`src/rtl/pipeline_hazard_ctrl_if.sv`:
```
// Hazard-control bundle between the 5-stage pipeline datapath and the hazard controller.
// The master drives register addresses and requests; the slave returns stall, flush and forward controls.
interface pipeline_hazard_ctrl_if #(
    parameter int REG_W = 5,
    parameter int EXT_N = 2,
    parameter int CNT_W = 16
);
    logic             RegWriteM;
    logic             RegWriteW;
    logic [REG_W-1:0] RdM;
    logic [REG_W-1:0] RdW;
    logic [REG_W-1:0] RdE;
    logic [REG_W-1:0] Rs1E;
    logic [REG_W-1:0] Rs2E;
    logic [REG_W-1:0] Rs1D;
    logic [REG_W-1:0] Rs2D;
    logic             ResultSrcE0;
    logic             PCSrcE;
    logic             MulStartE;
    logic [EXT_N-1:0] ExtStall;

    logic             StallF;
    logic             StallD;
    logic             StallE;
    logic             StallM;
    logic             StallW;
    logic             FlushD;
    logic             FlushE;
    logic             FlushM;
    logic [1:0]       ForwardAE;
    logic [1:0]       ForwardBE;
    logic             MulDoneE;
    logic [CNT_W-1:0] StallCycles;
    logic [CNT_W-1:0] FlushCount;

    modport master (
        output RegWriteM, RegWriteW, RdM, RdW, RdE, Rs1E, Rs2E, Rs1D, Rs2D,
               ResultSrcE0, PCSrcE, MulStartE, ExtStall,
        input  StallF, StallD, StallE, StallM, StallW, FlushD, FlushE, FlushM,
               ForwardAE, ForwardBE, MulDoneE, StallCycles, FlushCount
    );

    modport slave (
        input  RegWriteM, RegWriteW, RdM, RdW, RdE, Rs1E, Rs2E, Rs1D, Rs2D,
               ResultSrcE0, PCSrcE, MulStartE, ExtStall,
        output StallF, StallD, StallE, StallM, StallW, FlushD, FlushE, FlushM,
               ForwardAE, ForwardBE, MulDoneE, StallCycles, FlushCount
    );
endinterface

```
`src/rtl/pipeline_hazard_ctrl.sv`:
```
// Hazard/stall controller for the 5-stage RV pipeline: forwarding, load-use and branch hazards,
// external stall sources with per-source freeze scope, multi-cycle multiply sequencing and statistics.
module pipeline_hazard_ctrl #(
    parameter int             REG_W       = 5,
    parameter int             MUL_LATENCY = 4,
    parameter int             EXT_N       = 2,
    parameter logic [EXT_N-1:0] FREEZE_MASK = 2'b10,
    parameter int             CNT_W       = 16
) (
    input logic                  clk,
    input logic                  rst,
    pipeline_hazard_ctrl_if.slave hz
);

    typedef enum logic [1:0] {
        IDLE = 2'd0,
        BUSY = 2'd1,
        DONE = 2'd2
    } mul_state_e;

    logic       frz;
    logic       front;
    logic       lw_stall;
    logic       branch_wait;
    logic       mul_stall;
    logic       mul_done;
    logic [1:0] fwd_a;
    logic [1:0] fwd_b;
    logic       stall_f, stall_d, stall_e, stall_m, stall_w;
    logic       flush_d, flush_e, flush_m;

    function automatic logic [1:0] fwd_sel(input logic [REG_W-1:0] rs);
        logic [1:0] sel;
        sel = 2'b00;
        if (hz.RegWriteM && (hz.RdM != '0) && (hz.RdM == rs)) begin
            sel = 2'b10;
        end else if (hz.RegWriteW && (hz.RdW != '0) && (hz.RdW == rs)) begin
            sel = 2'b01;
        end
        return sel;
    endfunction

    always_comb begin
        fwd_a    = fwd_sel(hz.Rs1E);
        fwd_b    = fwd_sel(hz.Rs2E);
        frz      = |(hz.ExtStall & FREEZE_MASK);
        front    = |(hz.ExtStall & ~FREEZE_MASK);
        lw_stall = hz.ResultSrcE0 && (hz.RdE != '0) &&
                   ((hz.RdE == hz.Rs1D) || (hz.RdE == hz.Rs2D));
    end

    generate
        if (MUL_LATENCY > 1) begin : g_mul
            // cnt_q holds the number of BUSY cycles still to come after the current one,
            // so the start cycle plus all BUSY cycles add up to MUL_LATENCY-1 stall cycles.
            localparam int CW = $clog2(MUL_LATENCY);
            localparam logic [CW-1:0] LOAD = CW'((MUL_LATENCY > 2) ? (MUL_LATENCY - 3) : 0);

            mul_state_e    state_q;
            logic [CW-1:0] cnt_q;

            always_ff @(posedge clk or negedge rst) begin
                if (!rst) begin
                    state_q <= IDLE;
                    cnt_q   <= '0;
                end else if (!frz) begin
                    case (state_q)
                        IDLE: begin
                            if (hz.MulStartE) begin
                                if (MUL_LATENCY == 2) begin
                                    state_q <= DONE;
                                end else begin
                                    state_q <= BUSY;
                                    cnt_q   <= LOAD;
                                end
                            end
                        end
                        BUSY: begin
                            if (cnt_q == '0) begin
                                state_q <= DONE;
                            end else begin
                                cnt_q <= cnt_q - 1'b1;
                            end
                        end
                        DONE:    state_q <= IDLE;
                        default: state_q <= IDLE;
                    endcase
                end
            end

            assign mul_stall = ((state_q == IDLE) && hz.MulStartE) || (state_q == BUSY);
            assign mul_done  = (state_q == DONE);
        end else begin : g_nomul
            assign mul_stall = 1'b0;
            assign mul_done  = hz.MulStartE;
        end
    endgenerate

    always_comb begin
        stall_f     = 1'b0;
        stall_d     = 1'b0;
        stall_e     = 1'b0;
        stall_m     = 1'b0;
        stall_w     = 1'b0;
        flush_d     = 1'b0;
        flush_e     = 1'b0;
        flush_m     = 1'b0;
        branch_wait = 1'b0;
        if (frz) begin
            stall_f = 1'b1;
            stall_d = 1'b1;
            stall_e = 1'b1;
            stall_m = 1'b1;
            stall_w = 1'b1;
        end else begin
            // A taken branch blocked by a front-end stall parks in E until the stall clears.
            branch_wait = hz.PCSrcE && front;
            stall_e     = mul_stall || branch_wait;
            stall_f     = mul_stall || front || lw_stall;
            stall_d     = stall_f;
            flush_m     = mul_stall || branch_wait;
            flush_e     = (front && !stall_e) || lw_stall || (hz.PCSrcE && !front);
            flush_d     = hz.PCSrcE && !front;
        end
    end

    assign hz.StallF    = rst & stall_f;
    assign hz.StallD    = rst & stall_d;
    assign hz.StallE    = rst & stall_e;
    assign hz.StallM    = rst & stall_m;
    assign hz.StallW    = rst & stall_w;
    assign hz.FlushD    = rst & flush_d;
    assign hz.FlushE    = rst & flush_e;
    assign hz.FlushM    = rst & flush_m;
    assign hz.MulDoneE  = rst & mul_done;
    assign hz.ForwardAE = rst ? fwd_a : 2'b00;
    assign hz.ForwardBE = rst ? fwd_b : 2'b00;

    logic [1:0]       stat_ev;
    logic [CNT_W-1:0] stat_q [2];

    assign stat_ev = {hz.FlushD, hz.StallF};

    generate
        for (genvar gi = 0; gi < 2; gi++) begin : g_stat
            always_ff @(posedge clk or negedge rst) begin
                if (!rst) begin
                    stat_q[gi] <= '0;
                end else if (stat_ev[gi] && (stat_q[gi] != {CNT_W{1'b1}})) begin
                    stat_q[gi] <= stat_q[gi] + 1'b1;
                end
            end
        end
    endgenerate

    assign hz.StallCycles = stat_q[0];
    assign hz.FlushCount  = stat_q[1];

endmodule

```
`src/flat_wrapper.sv`:
```
// flat-port wrapper written by rule: the top's interface ports become plain ports
module pipeline_hazard_ctrl_flat 
#(
    parameter int             REG_W       = 5,
    parameter int             MUL_LATENCY = 4,
    parameter int             EXT_N       = 2,
    parameter logic [EXT_N-1:0] FREEZE_MASK = 2'b10,
    parameter int             CNT_W       = 16
)
  (clk, rst, hz_RegWriteM, hz_RegWriteW, hz_RdM, hz_RdW, hz_RdE, hz_Rs1E, hz_Rs2E, hz_Rs1D, hz_Rs2D, hz_ResultSrcE0, hz_PCSrcE, hz_MulStartE, hz_ExtStall, hz_StallF, hz_StallD, hz_StallE, hz_StallM, hz_StallW, hz_FlushD, hz_FlushE, hz_FlushM, hz_ForwardAE, hz_ForwardBE, hz_MulDoneE, hz_StallCycles, hz_FlushCount);
  pipeline_hazard_ctrl_if #(.REG_W(REG_W), .EXT_N(EXT_N), .CNT_W(CNT_W)) hz_i ();
  input logic clk;
  input logic rst;
  input wire logic [$bits(hz_i.RegWriteM)-1:0] hz_RegWriteM;
  input wire logic [$bits(hz_i.RegWriteW)-1:0] hz_RegWriteW;
  input wire logic [$bits(hz_i.RdM)-1:0] hz_RdM;
  input wire logic [$bits(hz_i.RdW)-1:0] hz_RdW;
  input wire logic [$bits(hz_i.RdE)-1:0] hz_RdE;
  input wire logic [$bits(hz_i.Rs1E)-1:0] hz_Rs1E;
  input wire logic [$bits(hz_i.Rs2E)-1:0] hz_Rs2E;
  input wire logic [$bits(hz_i.Rs1D)-1:0] hz_Rs1D;
  input wire logic [$bits(hz_i.Rs2D)-1:0] hz_Rs2D;
  input wire logic [$bits(hz_i.ResultSrcE0)-1:0] hz_ResultSrcE0;
  input wire logic [$bits(hz_i.PCSrcE)-1:0] hz_PCSrcE;
  input wire logic [$bits(hz_i.MulStartE)-1:0] hz_MulStartE;
  input wire logic [$bits(hz_i.ExtStall)-1:0] hz_ExtStall;
  output wire logic [$bits(hz_i.StallF)-1:0] hz_StallF;
  output wire logic [$bits(hz_i.StallD)-1:0] hz_StallD;
  output wire logic [$bits(hz_i.StallE)-1:0] hz_StallE;
  output wire logic [$bits(hz_i.StallM)-1:0] hz_StallM;
  output wire logic [$bits(hz_i.StallW)-1:0] hz_StallW;
  output wire logic [$bits(hz_i.FlushD)-1:0] hz_FlushD;
  output wire logic [$bits(hz_i.FlushE)-1:0] hz_FlushE;
  output wire logic [$bits(hz_i.FlushM)-1:0] hz_FlushM;
  output wire logic [$bits(hz_i.ForwardAE)-1:0] hz_ForwardAE;
  output wire logic [$bits(hz_i.ForwardBE)-1:0] hz_ForwardBE;
  output wire logic [$bits(hz_i.MulDoneE)-1:0] hz_MulDoneE;
  output wire logic [$bits(hz_i.StallCycles)-1:0] hz_StallCycles;
  output wire logic [$bits(hz_i.FlushCount)-1:0] hz_FlushCount;
  assign hz_i.RegWriteM = hz_RegWriteM;
  assign hz_i.RegWriteW = hz_RegWriteW;
  assign hz_i.RdM = hz_RdM;
  assign hz_i.RdW = hz_RdW;
  assign hz_i.RdE = hz_RdE;
  assign hz_i.Rs1E = hz_Rs1E;
  assign hz_i.Rs2E = hz_Rs2E;
  assign hz_i.Rs1D = hz_Rs1D;
  assign hz_i.Rs2D = hz_Rs2D;
  assign hz_i.ResultSrcE0 = hz_ResultSrcE0;
  assign hz_i.PCSrcE = hz_PCSrcE;
  assign hz_i.MulStartE = hz_MulStartE;
  assign hz_i.ExtStall = hz_ExtStall;
  assign hz_StallF = hz_i.StallF;
  assign hz_StallD = hz_i.StallD;
  assign hz_StallE = hz_i.StallE;
  assign hz_StallM = hz_i.StallM;
  assign hz_StallW = hz_i.StallW;
  assign hz_FlushD = hz_i.FlushD;
  assign hz_FlushE = hz_i.FlushE;
  assign hz_FlushM = hz_i.FlushM;
  assign hz_ForwardAE = hz_i.ForwardAE;
  assign hz_ForwardBE = hz_i.ForwardBE;
  assign hz_MulDoneE = hz_i.MulDoneE;
  assign hz_StallCycles = hz_i.StallCycles;
  assign hz_FlushCount = hz_i.FlushCount;
  pipeline_hazard_ctrl #(.REG_W(REG_W), .MUL_LATENCY(MUL_LATENCY), .EXT_N(EXT_N), .FREEZE_MASK(FREEZE_MASK), .CNT_W(CNT_W)) u_core (.clk(clk), .rst(rst), .hz(hz_i));
endmodule
```
`config.mk`:
```
export PLATFORM = sky130hd
export DESIGN_NAME = pipeline_hazard_ctrl_flat
export DESIGN_NICKNAME = d
export VERILOG_FILES = /design/src/rtl/pipeline_hazard_ctrl_if.sv /design/src/rtl/pipeline_hazard_ctrl.sv /design/src/flat_wrapper.sv
export SDC_FILE = /design/constraint.sdc
export NUM_CORES = 1
export LEC_CHECK = 0
export BUFFER_PORTS_ARGS = -buffer_cell sky130_fd_sc_hd__buf_2
export CORE_MARGIN = 2
export CORE_UTILIZATION = 49
export DETAILED_ROUTE_END_ITERATION = 7
export PLACE_DENSITY_LB_ADDON = 0.3
export SLEW_MARGIN = 15
export SYNTH_ARGS = -nofsm -noshare
export SYNTH_HDL_FRONTEND = slang
export SYNTH_SLANG_ARGS = --single-unit
```
`constraint.sdc`:
```
create_clock -name clk -period 2.32 [get_ports clk]
set_input_delay 0.116 -clock clk [delete_from_list [all_inputs] [get_ports clk]]
set_output_delay 0.116 -clock clk [all_outputs]
set_load 0.1 [all_outputs]
```
# Word-level counts from Yosys, hierarchy flattened
# Index checks and enable logic that the tools add are counted.
word_totals:
  reg_bits: 36
  out_inout_bits: 45
  input_bits: 44
  elab_cells: 76
classes:
  addsub: 3
  eq_ne: 13
  muxes: 17
  bitwise_logic: 8
  reduce_logical: 31
op_table:
  columns: ["operator", "count"]
  rows:
  - ["adder 16 x 1 -> 16 bit, second input constant", 2]
  - ["inequality test 16 bit, second input constant", 2]
  - ["== test 5 bit", 6]
  - ["nonzero test 5 bit", 3]
  - ["logical AND 1 bit", 14]
  - ["2-to-1 mux 2 bit", 7]
  - ["2-to-1 mux 1 bit", 8]
  - ["one-hot mux 2 bit (2 select lines)", 2]
  - ["AND 1 bit", 7]
  - ["logical OR 1 bit", 7]
  - ["logical NOT 2 bit", 2]
  - ["inequality test 2 bit, second input constant", 2]
  - ["AND reduction 4 bit", 1]
  - ["AND reduction 3 bit", 1]
  - ["== test 2 x 1 -> 1 bit, second input constant", 1]
  - ["== test 2 bit, second input constant", 1]
  - ["logical NOT 1 bit", 2]
  - ["inequality test 2 x 1 -> 1 bit, second input constant", 1]
  - ["nonzero test 2 bit", 1]
  - ["subtractor 2 x 1 -> 2 bit, second input constant", 1]
  - ["NOT 1 bit", 1]

# Logic depth before layout (Yosys ltp)
# Gate-level depths: netlist of run 1.
logic_depth:
  word_depth: 10
  mapped_depth: 8
  mapped_depth_nobuf: 7

# Least setup slack after synthesis of run 1
# OpenSTA, ideal clock, no wires.
synth_path:
  path_kind: "input to output"
  start: "in hz_RdM[1]"
  end: "out hz_ForwardAE[0]"
  path_stages: 4
  t_required_ns: 2.204
  path_slack_ns: -0.780
  path_buffers: 0
  t_arrival_ns: 2.984
  path_cell_list: "or4_1 > o21ai_0 > nor4_1 > nor3_1"
synth_via:
  elab_chain_len: 5
  word_cells_on_any_way: 6
  classes_between: "1 x eq/ne; 2 x mux; 3 x reduce/logical"
synth_rtl:
  columns: ["item", "line_no", "source"]
  rows:
  - ["start: declaration", "flat_wrapper.sv:16", "input wire logic [$bits(hz_i.RdM)-1:0] hz_RdM;"]
  - ["nonzero test 5 bit", "pipeline_hazard_ctrl.sv:35", "if (hz.RegWriteM && (hz.RdM != '0) && (hz.RdM == rs)) begin"]
  - ["logical AND 1 bit", "pipeline_hazard_ctrl.sv:35", null]
  - ["logical AND 1 bit *", "pipeline_hazard_ctrl.sv:35", null]
  - ["2-to-1 mux 2 bit *", "pipeline_hazard_ctrl.sv:35", null]
  - ["2-to-1 mux 2 bit *", "pipeline_hazard_ctrl.sv:136", "assign hz.ForwardAE = rst ? fwd_a : 2'b00;"]
  - ["end: declaration", "flat_wrapper.sv:35", "output wire logic [$bits(hz_i.ForwardAE)-1:0] hz_ForwardAE;"]
# Every way passes the cells marked *; elsewhere a longest branch is shown, timed or not.

# Final worst setup path of run 1
layout_path:
  start: "reg u_core.g_mul.state_q[0]"
  end: "out hz_StallF"
layout_via:
  elab_chain_len: 7
  word_cells_on_any_way: 8
  classes_between: "1 x eq/ne; 1 x mux; 1 x bitwise; 5 x reduce/logical"
layout_rtl:
  columns: ["item", "line_no", "source"]
  rows:
  - ["start: declaration", "pipeline_hazard_ctrl.sv:59", "mul_state_e state_q;"]
  - ["start signal: assignment", "pipeline_hazard_ctrl.sv:64", "state_q <= IDLE;"]
  - ["start signal: assignment", "pipeline_hazard_ctrl.sv:71", "state_q <= DONE;"]
  - ["start signal: assignment", "pipeline_hazard_ctrl.sv:73", "state_q <= BUSY;"]
  - ["logical NOT 2 bit", "pipeline_hazard_ctrl.sv:91", "assign mul_stall = ((state_q == IDLE) && hz.MulStartE) || (state_q == BUSY);"]
  - ["logical AND 1 bit", "pipeline_hazard_ctrl.sv:91", null]
  - ["logical OR 1 bit *", "pipeline_hazard_ctrl.sv:91", null]
  - ["logical OR 1 bit * (2 in a row)", "pipeline_hazard_ctrl.sv:119", "stall_f = mul_stall || front || lw_stall;"]
  - ["2-to-1 mux 1 bit *", "pipeline_hazard_ctrl.sv:109", "if (frz) begin"]
  - ["AND 1 bit *", "pipeline_hazard_ctrl.sv:127", "assign hz.StallF = rst & stall_f;"]
  - ["end: declaration", "flat_wrapper.sv:27", "output wire logic [$bits(hz_i.StallF)-1:0] hz_StallF;"]
# Marks and branches as above.

==> impl_metrics.tcl, run 1 <==
set metrics [dict create \
    status "complete, no violations" \
    yosysMostFrequentCell "dfrtp_1" \
    dieArea_um2 5127 \
    core_area_um2 4384 \
    worst-setup-path-type "flip-flop to output port" \
    netlist_area_um2 2240 \
    p_leak_nw 1.414 \
    synth_compound_area_frac 0.07151 \
    yosys_warnings 0 \
    cts_tree "yes" \
    grt_pass1_wl_mm 8.728 \
    drt-total-wl_mm 5.361 \
    synth_top_area_frac 0.4022 \
    synthAdderAreaFrac 0.01676 \
    port-buffer-count 88 \
    reg2reg_depth 6 \
    final_cell_area_um2 2925 \
    fmax_ghz 0.4650 \
    pin_count 89 \
    required_ns 2.20 \
    postCtsResizedCells 0 \
    clk_latency_ns 0.29 \
    irDropWorstVdd_v 0.0008977 \
    cp_slowest_cell "dfrtp_1" \
    synth_top_family_by_area "simple AND/OR/NAND/NOR gates" \
    grt_antenna_before_repair 0 \
    p_sw_frac 0.5007 \
    overflow 0 \
    period_share 0.9269 \
    grt_usage 0.2159 \
    grt_pass1_vias 1943 \
    synth_xor_area_frac 0.2307 \
    drt-wirelength-per-cell_um 13.85 \
    wl_met2_mm 2.622 \
    synth.area.top_cells "dfrtp_1, xor2_1, xnor2_1" \
    power.internal_mw 1.476 \
    met1_length_mm 2.298 \
    maxSlewViolCount 0 \
    path_clk_slew_ns 0.07 \
    hold_class "primary input to flip-flop" \
    ys_seq_area_frac 0.4022 \
    vias 2044 \
    drive_above_1_share 0.3731 \
    fp-row-count 24 \
    synth_top_cells_by_count "dfrtp_1, xor2_1, xnor2_1" \
    cts_setup_buffers 0 \
    crit_chain "o21ba_4, nor3_2, o21ai_0, and2_2, buf_12" \
    ys_ff_latch 36 \
    synth_edf_count 0 \
    yosys.area.top_type "dfrtp_1" \
    synthSimpleGateAreaFrac 0.2352 \
    drv_cap 0 \
    grt_setup_unrepaired "false" \
    crit_path_max_fanout 8 \
    initial_core_util 0.5108 \
    wl_met3_um 396 \
    route.detailed.drc 0 \
    dpl-instance-area_um2 2789 \
    synth_nets 288 \
    die_y_um 71.61 \
    ant_nets 0 \
    routed.top_layer "met4" \
    cts_buffer_depth 2 \
    whs_path_depth 3 \
    seqPwrFrac 0.316 \
    final-hold-violation-count 0 \
    ys_async_sr_fraction 1.000 \
    setup_viol 0 \
    synthCells 241 \
    worstMarginPinSlew_ns 0.6916 \
    syn_to_final_growth_pct 30.61 \
    cts-root-buf "clkbuf_8" \
    fillers 373 \
    num_antenna_cells 0 \
    cp-end-kind "output port" \
    clkPwrFrac 0.201 \
    die_x_um 71.61 \
    fin_nets 381 \
    startpoint_type "flip-flop" \
    grt_max_degree 41 \
    synth_flop_cell "dfrtp_1" \
    htree_num_levels 2 \
    min_period_ns 2.150 \
    drt-pass1-iter-count 4 \
    drt-initial-drc-count 97 \
    fin_skew_ns 0.007092 \
    cp.arrival_ns 2.03 \
    syn_area_per_cell_um2 9.293 \
    ys_types 38 \
    finalSetupTns_ns 0 \
    post_drt_via_cell_ratio 5.282 \
    synthMuxAreaShare 0.01006 \
    relSlewSlack 0.5341 \
    place_congestion 0.8329 \
    slowest_delay_ns 0.47 \
    cts_buffers 5 \
    hpwl_mm 4.239 \
    clock-sinks 36 \
    power.switching_mw 1.480 \
    power.density_nw_per_um2 1011 \
    comb_power_share 0.483 \
]
==> sequential cells by signal (all words and copies together), names as in the netlist <==
signal                 count
u_core.g_mul.state_q       2
u_core.hz.StallCycles     16
u_core.g_mul.cnt_q         2
u_core.hz.FlushCount      16
==> stage by stage <==
stage | setup slack (ns) | power (mW) | util | instances | hold WS [ns]
after detailed placement | 0.2872 | 2.375 | 0.6361 | 378 | -0.03987
after global routing | 0.0003701 | 3.112 | 0.6672 | 387 | 0.1337
after global placement | 0.3409 | 2.339 | 0.6361 | 378 | -0.04656
after floorplan | 0.02799 | 2.091 | - | 241 | -0.1796
final | 0.1696 | 2.956 | 0.6672 | 387 | 0.1219
after CTS | 0.1424 | 2.983 | 0.6672 | 387 | 0.1059
==> power by group through the flow <==
| stage | logic [mW] | registers [mW] | clock network (mW) |
|---|---|---|---|
| global route | 1.51 | 0.960 | 0.642 |
| CTS | 1.44 | 0.931 | 0.612 |
| detailed placement | 1.43 | 0.944 | 0 |
| floorplan | 0.501 | 1.59 | 0 |
| global placement | 1.41 | 0.931 | 0 |
| finish | 1.43 | 0.933 | 0.594 |
==> cells by family (layout without fill, tap and decap cells) <==
logic type / count (synthesis) / in the layout
muxes: 2 / 2
DFF: 36 / 36
buffers and inverters: 15 / 109
adders and majority gates: 3 / 3
xor gates and xnor gates: 59 / 59
and+or+nand+nor: 104 / 104
AOI/OAI and AO/OA: 22 / 22
==> cell type report <==
class | instances | area, µm² | area share
repair buffers | 91 | 495.5 | 0.1694
multi-input cells | 190 | 1282 | 0.4384
clock buffers | 7 | 96.34 | 0.03293
clock inverters | 1 | 30.03 | 0.01027
inverters | 10 | 37.54 | 0.01283
well taps | 52 | 65.06 | 0.02224
flip-flops and latches | 36 | 918.4 | 0.3139
==> critical path: cells and delay by family, from the launching register on <==
family	cells	cell delay (ns)
AO/OA/AOI/OAI	2	0.57
AND/OR/NAND/NOR	2	0.53
flip-flops	1	0.47
buffers and inverters	1	0.17
==> worst paths after layout <==
check	start	end	slack, ns
min in group asynchronous	rst	u_core.g_mul.state_q[1]$_DFFE_PN0P_	0.22
max	u_core.g_mul.state_q[0]$_DFFE_PN0P_	hz_StallF	0.17
min reg2reg	u_core.hz.FlushCount[5]$_DFFE_PN0P_	u_core.hz.FlushCount[5]$_DFFE_PN0P_	0.50
min	hz_MulStartE	u_core.g_mul.state_q[0]$_DFFE_PN0P_	0.12
max in group asynchronous	rst	u_core.hz.FlushCount[0]$_DFFE_PN0P_	1.37
max reg2reg	u_core.hz.StallCycles[0]$_DFFE_PN0P_	u_core.hz.StallCycles[1]$_DFFE_PN0P_	0.21
==> timing repair <==
item | 4_1_cts | 5_1_grt
hold buffers | 1 | 0
hold endpoints to repair | 2 | 0
endpoints found under the setup margin | 0 | 0
==> cell usage in the layout, fill, tap and decap left out, types with 4 or more instances in the layout <==
cell,Yosys,final
buf_2,0,86
clkbuf_8,0,7
dfrtp_1,36,22
dfrtp_2,0,14
inv_1,10,10
nand2_1,23,23
nand3_1,16,16
nand4_1,7,7
nor2_1,25,25
nor3_1,11,9
nor3_2,2,4
o21ai_0,5,5
xnor2_1,28,28
xor2_1,31,31
==> layer usage <==
| layer | up-vias | track usage |
|---|---|---|
| met5 | - | 0 |
| met4 | 0 | 0.05031 |
| met3 | 6 | 0.04923 |
| met2 | 73 | 0.3786 |
| met1 | 961 | 0.2715 |
| li1 | 1004 | - |
Power figures use the tool's default switching activity.
==> run 2, diff against run 1 <==
==> constraint.sdc (replaced) <==
create_clock -name clk -period 2.3 [get_ports clk]
set_input_delay 0.115 -clock clk [delete_from_list [all_inputs] [get_ports clk]]
set_output_delay 0.115 -clock clk [all_outputs]
set_load 0.1 [all_outputs]
==> impl_metrics.tcl, run 2 (synthesized netlist as in run 1, its figures left out) <==
set metrics [dict create \
    ant_nets 0 \
    comb_power_share 0.490 \
    port-buffer-count 88 \
    worst-setup-path-type "flip-flop to output port" \
    drt-wirelength-per-cell_um 13.55 \
    cts_buffer_depth 2 \
    final_cell_area_um2 2910 \
    crit_chain "o21ba_4, a21oi_1, and2_1, o311a_1, buf_2" \
    min_period_ns 2.098 \
    layout_common_cells "buf_2, xor2_1, xnor2_1" \
    die_x_um 71.61 \
    fin_nets 381 \
    fp-row-count 24 \
    post_drt_via_cell_ratio 5.235 \
    reg2reg_depth 6 \
    fin_total_pwr_mw 2.931 \
    drt-total-wl_mm 5.245 \
    cts_tree "yes" \
    min_to "u_core.g_mul.state_q[1]$_DFFE_PN0P_" \
    layout_commonest_cell "buf_2" \
    reg2reg_to "u_core.hz.StallCycles[1]$_DFFE_PN0P_" \
    period_share 0.9121 \
    num_antenna_cells 0 \
    timing.rr.start "u_core.hz.StallCycles[0]$_DFFE_PN0P_" \
    p_leak_nw 1.404 \
    die_y_um 71.61 \
    r2r_slack_ns 0.25 \
    irDropWorstVdd_v 0.001008 \
    startpoint_type "flip-flop" \
    drv_cap 0 \
    whs_path_depth 3 \
    stdcell_count 387 \
    power.switching_mw 1.505 \
    hpwl_mm 4.181 \
    clkPwrFrac 0.190 \
    dieArea_um2 5127 \
    path_clk_slew_ns 0.08 \
    power.internal_mw 1.426 \
    grt_pass1_vias 1882 \
    p_sw_frac 0.5134 \
    status "complete, no violations" \
    cts_buffers 5 \
    drt-pass1-iter-count 4 \
    vias 2026 \
    whs_ns 0.09724 \
    core_area_um2 4384 \
    required_ns 2.18 \
    crit_path_max_fanout 8 \
    slowest_delay_ns 0.47 \
    grt_max_degree 41 \
    fmax_ghz 0.4767 \
    grt_pass1_wl_mm 8.590 \
    fin_skew_ns 0.01447 \
    clk_latency_ns 0.30 \
    grt_antenna_before_repair 0 \
    htree_num_levels 2 \
    clock-sinks 36 \
    cts_setup_buffers 0 \
    route.detailed.drc 0 \
    seqPwrFrac 0.319 \
    drive_above_1_share 0.3731 \
    maxSlewViolCount 0 \
    hp-start "hz_ExtStall[1]" \
    cp_slowest_cell "dfrtp_1" \
    dp.cells 378 \
    finalSetupTns_ns 0 \
    hold_class "primary input to flip-flop" \
    worstMarginPinSlew_ns 0.5189 \
    power.density_nw_per_um2 1007 \
    overflow 0 \
    grt_setup_unrepaired "false" \
    cp-end-kind "output port" \
    dpl-instance-area_um2 2789 \
    place_congestion 0.8374 \
    syn_to_final_growth_pct 29.94 \
    final-hold-violation-count 0 \
    initial_core_util 0.5108 \
    relSlewSlack 0.6520 \
    cts-root-buf "clkbuf_8" \
    pin_count 89 \
    cp.arrival_ns 1.98 \
    setup_viol 0 \
    drt-initial-drc-count 48 \
    grt_usage 0.2121 \
]
## run 2: cell types whose count changed in the layout (fill, tap and decap cells not counted)
cell / change
clkinv_2: +1
clkbuf_8: -2
o21ai_1: +1
o21ai_0: -1
clkinvlp_4: +1
## run 2: critical path: cells and delay by family (launching register included)
kind | cells | cell delay (ns)
buf+inv | 1 | 0.43
simple gates | 1 | 0.16
flops | 1 | 0.47
compound gates | 3 | 0.63
## run 2: power by group through the flow
stage | Sequential (mW) | Combinational [mW] | Clock, mW
floorplan | 1.60 | 0.505 | 0
global placement | 0.939 | 1.42 | 0
detailed placement | 0.950 | 1.44 | 0
CTS | 0.936 | 1.45 | 0.572
global route | 0.963 | 1.52 | 0.608
finish | 0.936 | 1.44 | 0.558
## run 2: timing repair
item                                   4_1_cts  5_1_grt
setup endpoints to repair                    0        2
hold buffers                                 1        0
endpoints found under the hold margin        2        0
gates resized for setup                      0        1
## run 2: worst max-delay path by stage
stage | to | depth (start not counted) | startpoint
global placement | u_core.hz.StallCycles[1]$_DFFE_PN0P_ | 6 | u_core.hz.StallCycles[0]$_DFFE_PN0P_
finish | hz_FlushE | 5 | u_core.g_mul.state_q[0]$_DFFE_PN0P_
detailed placement | u_core.hz.StallCycles[1]$_DFFE_PN0P_ | 6 | u_core.hz.StallCycles[0]$_DFFE_PN0P_
CTS | hz_StallF | 5 | u_core.g_mul.state_q[0]$_DFFE_PN0P_
global route | hz_FlushE | 5 | u_core.g_mul.state_q[0]$_DFFE_PN0P_
floorplan | hz_StallE | 3 | u_core.g_mul.state_q[1]$_DFFE_PN0P_
## run 2: per-layer routing
| metal | part of all wire | global-route usage |
|---|---|---|
| met1 | 0.42 | 0.2635 |
| met2 | 0.49 | 0.3704 |
| met3 | 0.080 | 0.05345 |
| met4 | 0.0082 | 0.05241 |
| met5 | 0 | 0 |
## run 2: final cells by class
| cell class | instances | area, µm² |
|---|---|---|
| multi-input cells | 190 | 1282 |
| fillers | 386 | 1474 |
| clock inverters | 3 | 42.54 |
| repair buffers | 91 | 495.5 |
| well taps | 52 | 65.06 |
| flip-flops and latches | 36 | 918.4 |
| inverters | 10 | 37.54 |
| clock buffers | 5 | 68.82 |
## run 2: stage by stage
stage	setup slack, ns	util
2_1_floorplan	0.008987	-
3_3_place_gp	0.3176	0.6361
3_5_place_dp	0.2675	0.6361
4_1_cts	0.1254	0.6638
5_1_grt	0.08204	0.6638
6_report	0.2021	0.6638
==> run 3, diff against run 2 <==
--- a/config.mk
+++ b/config.mk
@@ -5,10 +5,10 @@
 export SDC_FILE = /design/constraint.sdc
 export NUM_CORES = 1
 export LEC_CHECK = 0
-export BUFFER_PORTS_ARGS = -buffer_cell sky130_fd_sc_hd__buf_2
 export CORE_MARGIN = 2
-export CORE_UTILIZATION = 49
+export CORE_UTILIZATION = 54
 export DETAILED_ROUTE_END_ITERATION = 7
+export DONT_BUFFER_PORTS = 1
 export PLACE_DENSITY_LB_ADDON = 0.3
 export SLEW_MARGIN = 15
 export SYNTH_ARGS = -nofsm -noshare
==> impl_metrics.tcl, run 3 (synthesized netlist as in run 1, its figures left out) <==
set metrics [dict create \
    fmax_ghz 0.4853 \
    r2r_slack_ns 0.24 \
    vias 1872 \
    die_y_um 68.40 \
    irDropWorstVdd_v 0.0007412 \
    drv_cap 0 \
    crit_path_start "u_core.hz.StallCycles[0]$_DFFE_PN0P_" \
    grt_max_degree 40 \
    dieArea_um2 4679 \
    fin_skew_ns 0.01039 \
    relSlewSlack 0.5754 \
    grt_usage 0.2350 \
    pin_count 89 \
    overflow 0 \
    whs_ns 0.02421 \
    hpwl_mm 4.050 \
    fp-row-count 23 \
    post_drt_via_cell_ratio 5.442 \
    cts_tree "yes" \
    path_depth 6 \
    clock-sinks 36 \
    num_antenna_cells 0 \
    crit_family "compound AO/OA/AOI/OAI gates" \
    startpoint_type "flip-flop" \
    layout_common_cells "buf_4, xor2_1, xnor2_1" \
    power.density_nw_per_um2 1004 \
    ant_nets 0 \
    slowest_delay_ns 0.39 \
    path_clk_slew_ns 0.08 \
    cts_setup_buffers 0 \
    hold_class "primary input to flip-flop" \
    cp-end-kind "flip-flop" \
    port-buffer-count 0 \
    reg2reg_depth 6 \
    worstMarginPinSlew_ns 0.6312 \
    crit_chain "ha_1, nand3_1, nor4_1, a221o_1, a21o_1, mux2_2" \
    initial_core_util 0.5599 \
    cp.arrival_ns 2.23 \
    cp_slowest_cell "mux2_2" \
    layout_commonest_cell "buf_4" \
    cts_buffers 5 \
    maxSlewViolCount 0 \
    drt-wirelength-per-cell_um 14.93 \
    postCtsResizedCells 0 \
    min_period_ns 2.060 \
    cts_buffer_depth 2 \
    period_share 0.8959 \
    place_congestion 0.7914 \
    drt-pass1-iter-count 4 \
    route.detailed.drc 0 \
    worst-setup-path-type "flip-flop to flip-flop" \
    path_buf_inv 0 \
    grt_pass1_vias 1905 \
    grt_setup_unrepaired "false" \
    crit_end "u_core.hz.StallCycles[1]$_DFFE_PN0P_" \
    htree_num_levels 2 \
    final-hold-violation-count 0 \
    clk_latency_ns 0.29 \
    finalSetupTns_ns 0 \
    crit_path_max_fanout 11 \
    die_x_um 68.40 \
    drt-initial-drc-count 51 \
    syn_to_final_growth_pct 26.03 \
    ctsHoldBuffers 4 \
    fin_nets 340 \
    timing.rr.start "u_core.hz.StallCycles[0]$_DFFE_PN0P_" \
    drive_above_1_share 0.2823 \
    core_area_um2 4000 \
    status "complete, no violations" \
    p_leak_nw 1.242 \
    grt_pass1_wl_mm 8.017 \
    required_ns 2.47 \
    cts-root-buf "clkbuf_8" \
    fillers 316 \
    drt-total-wl_mm 5.135 \
    grt_antenna_before_repair 0 \
    reg2reg_to "u_core.hz.StallCycles[1]$_DFFE_PN0P_" \
    setup_viol 0 \
]
[run 3: cell count changes in the layout (fill, tap and decap cells not counted), sizes merged]
cell / delta
dlygate4sd3: +2
buf: -43
bufinv: -1
clkbuf: +2
clkinvlp: -1
[run 3: final cells by class]
cell class,instances,area (µm²),area share
flip-flops and latches,36,918.4,0.3254
well taps,50,62.56,0.02216
clock buffers,7,76.32,0.02704
clock inverters,1,5.005,0.001773
inverters,10,37.54,0.01330
multi-input cells,190,1315,0.4659
repair buffers,50,407.9,0.1445
[run 3: worst min path at each step]
stage	slack, ns	startpoint	endpoint	cells after the start
global placement	-0.18	rst	u_core.hz.FlushCount[7]$_DFFE_PN0P_	0
detailed placement	-0.18	rst	u_core.hz.StallCycles[3]$_DFFE_PN0P_	0
global route	0.03	rst	u_core.hz.StallCycles[12]$_DFFE_PN0P_	2
CTS	0.02	rst	u_core.hz.StallCycles[12]$_DFFE_PN0P_	2
finish	0.02	rst	u_core.hz.StallCycles[12]$_DFFE_PN0P_	2
floorplan	-0.18	rst	u_core.g_mul.cnt_q[0]$_DFFE_PN0P_	0
[run 3: power by group]
part	leakage, nW	switching [mW]	internal (mW)	total, mW
logic	0.753	1.15	0.371	1.52
registers	0.447	0.106	0.773	0.880
clock network	0.0422	0.224	0.213	0.436
total	1.24	1.48	1.36	2.83
[run 3: metal layers]
| layer | GRT usage | up-vias | wire length (µm) |
|---|---|---|---|
| li1 | - | 923 | - |
| met3 | 0.07072 | 5 | 499 |
| met1 | 0.2468 | 870 | 1906 |
| met4 | 0.07000 | 0 | 55 |
| met5 | 0 | - | 0 |
| met2 | 0.4435 | 74 | 2673 |
[run 3: worst register-to-register path: cells and delay by family (launching register included)]
kind                     cells  cell delay (ns)
AO/OA/AOI/OAI                2             0.55
AND/OR/NAND/NOR              2             0.47
multiplexers                 1             0.39
flip-flops                   1             0.36
adder cells (fa/ha/maj)      1             0.16
[run 3: stage by stage]
step	instances	total power [mW]	utilization	cell area, µm²	setup slack (ns)
floorplan	241	2.109	-	2276	0.008987
global placement	332	2.360	0.6728	2691	0.3178
detailed placement	332	2.389	0.6728	2691	0.2466
CTS	344	2.848	0.7057	2823	0.2354
global route	344	2.981	0.7057	2823	0.05595
finish	344	2.835	0.7057	2823	0.2395
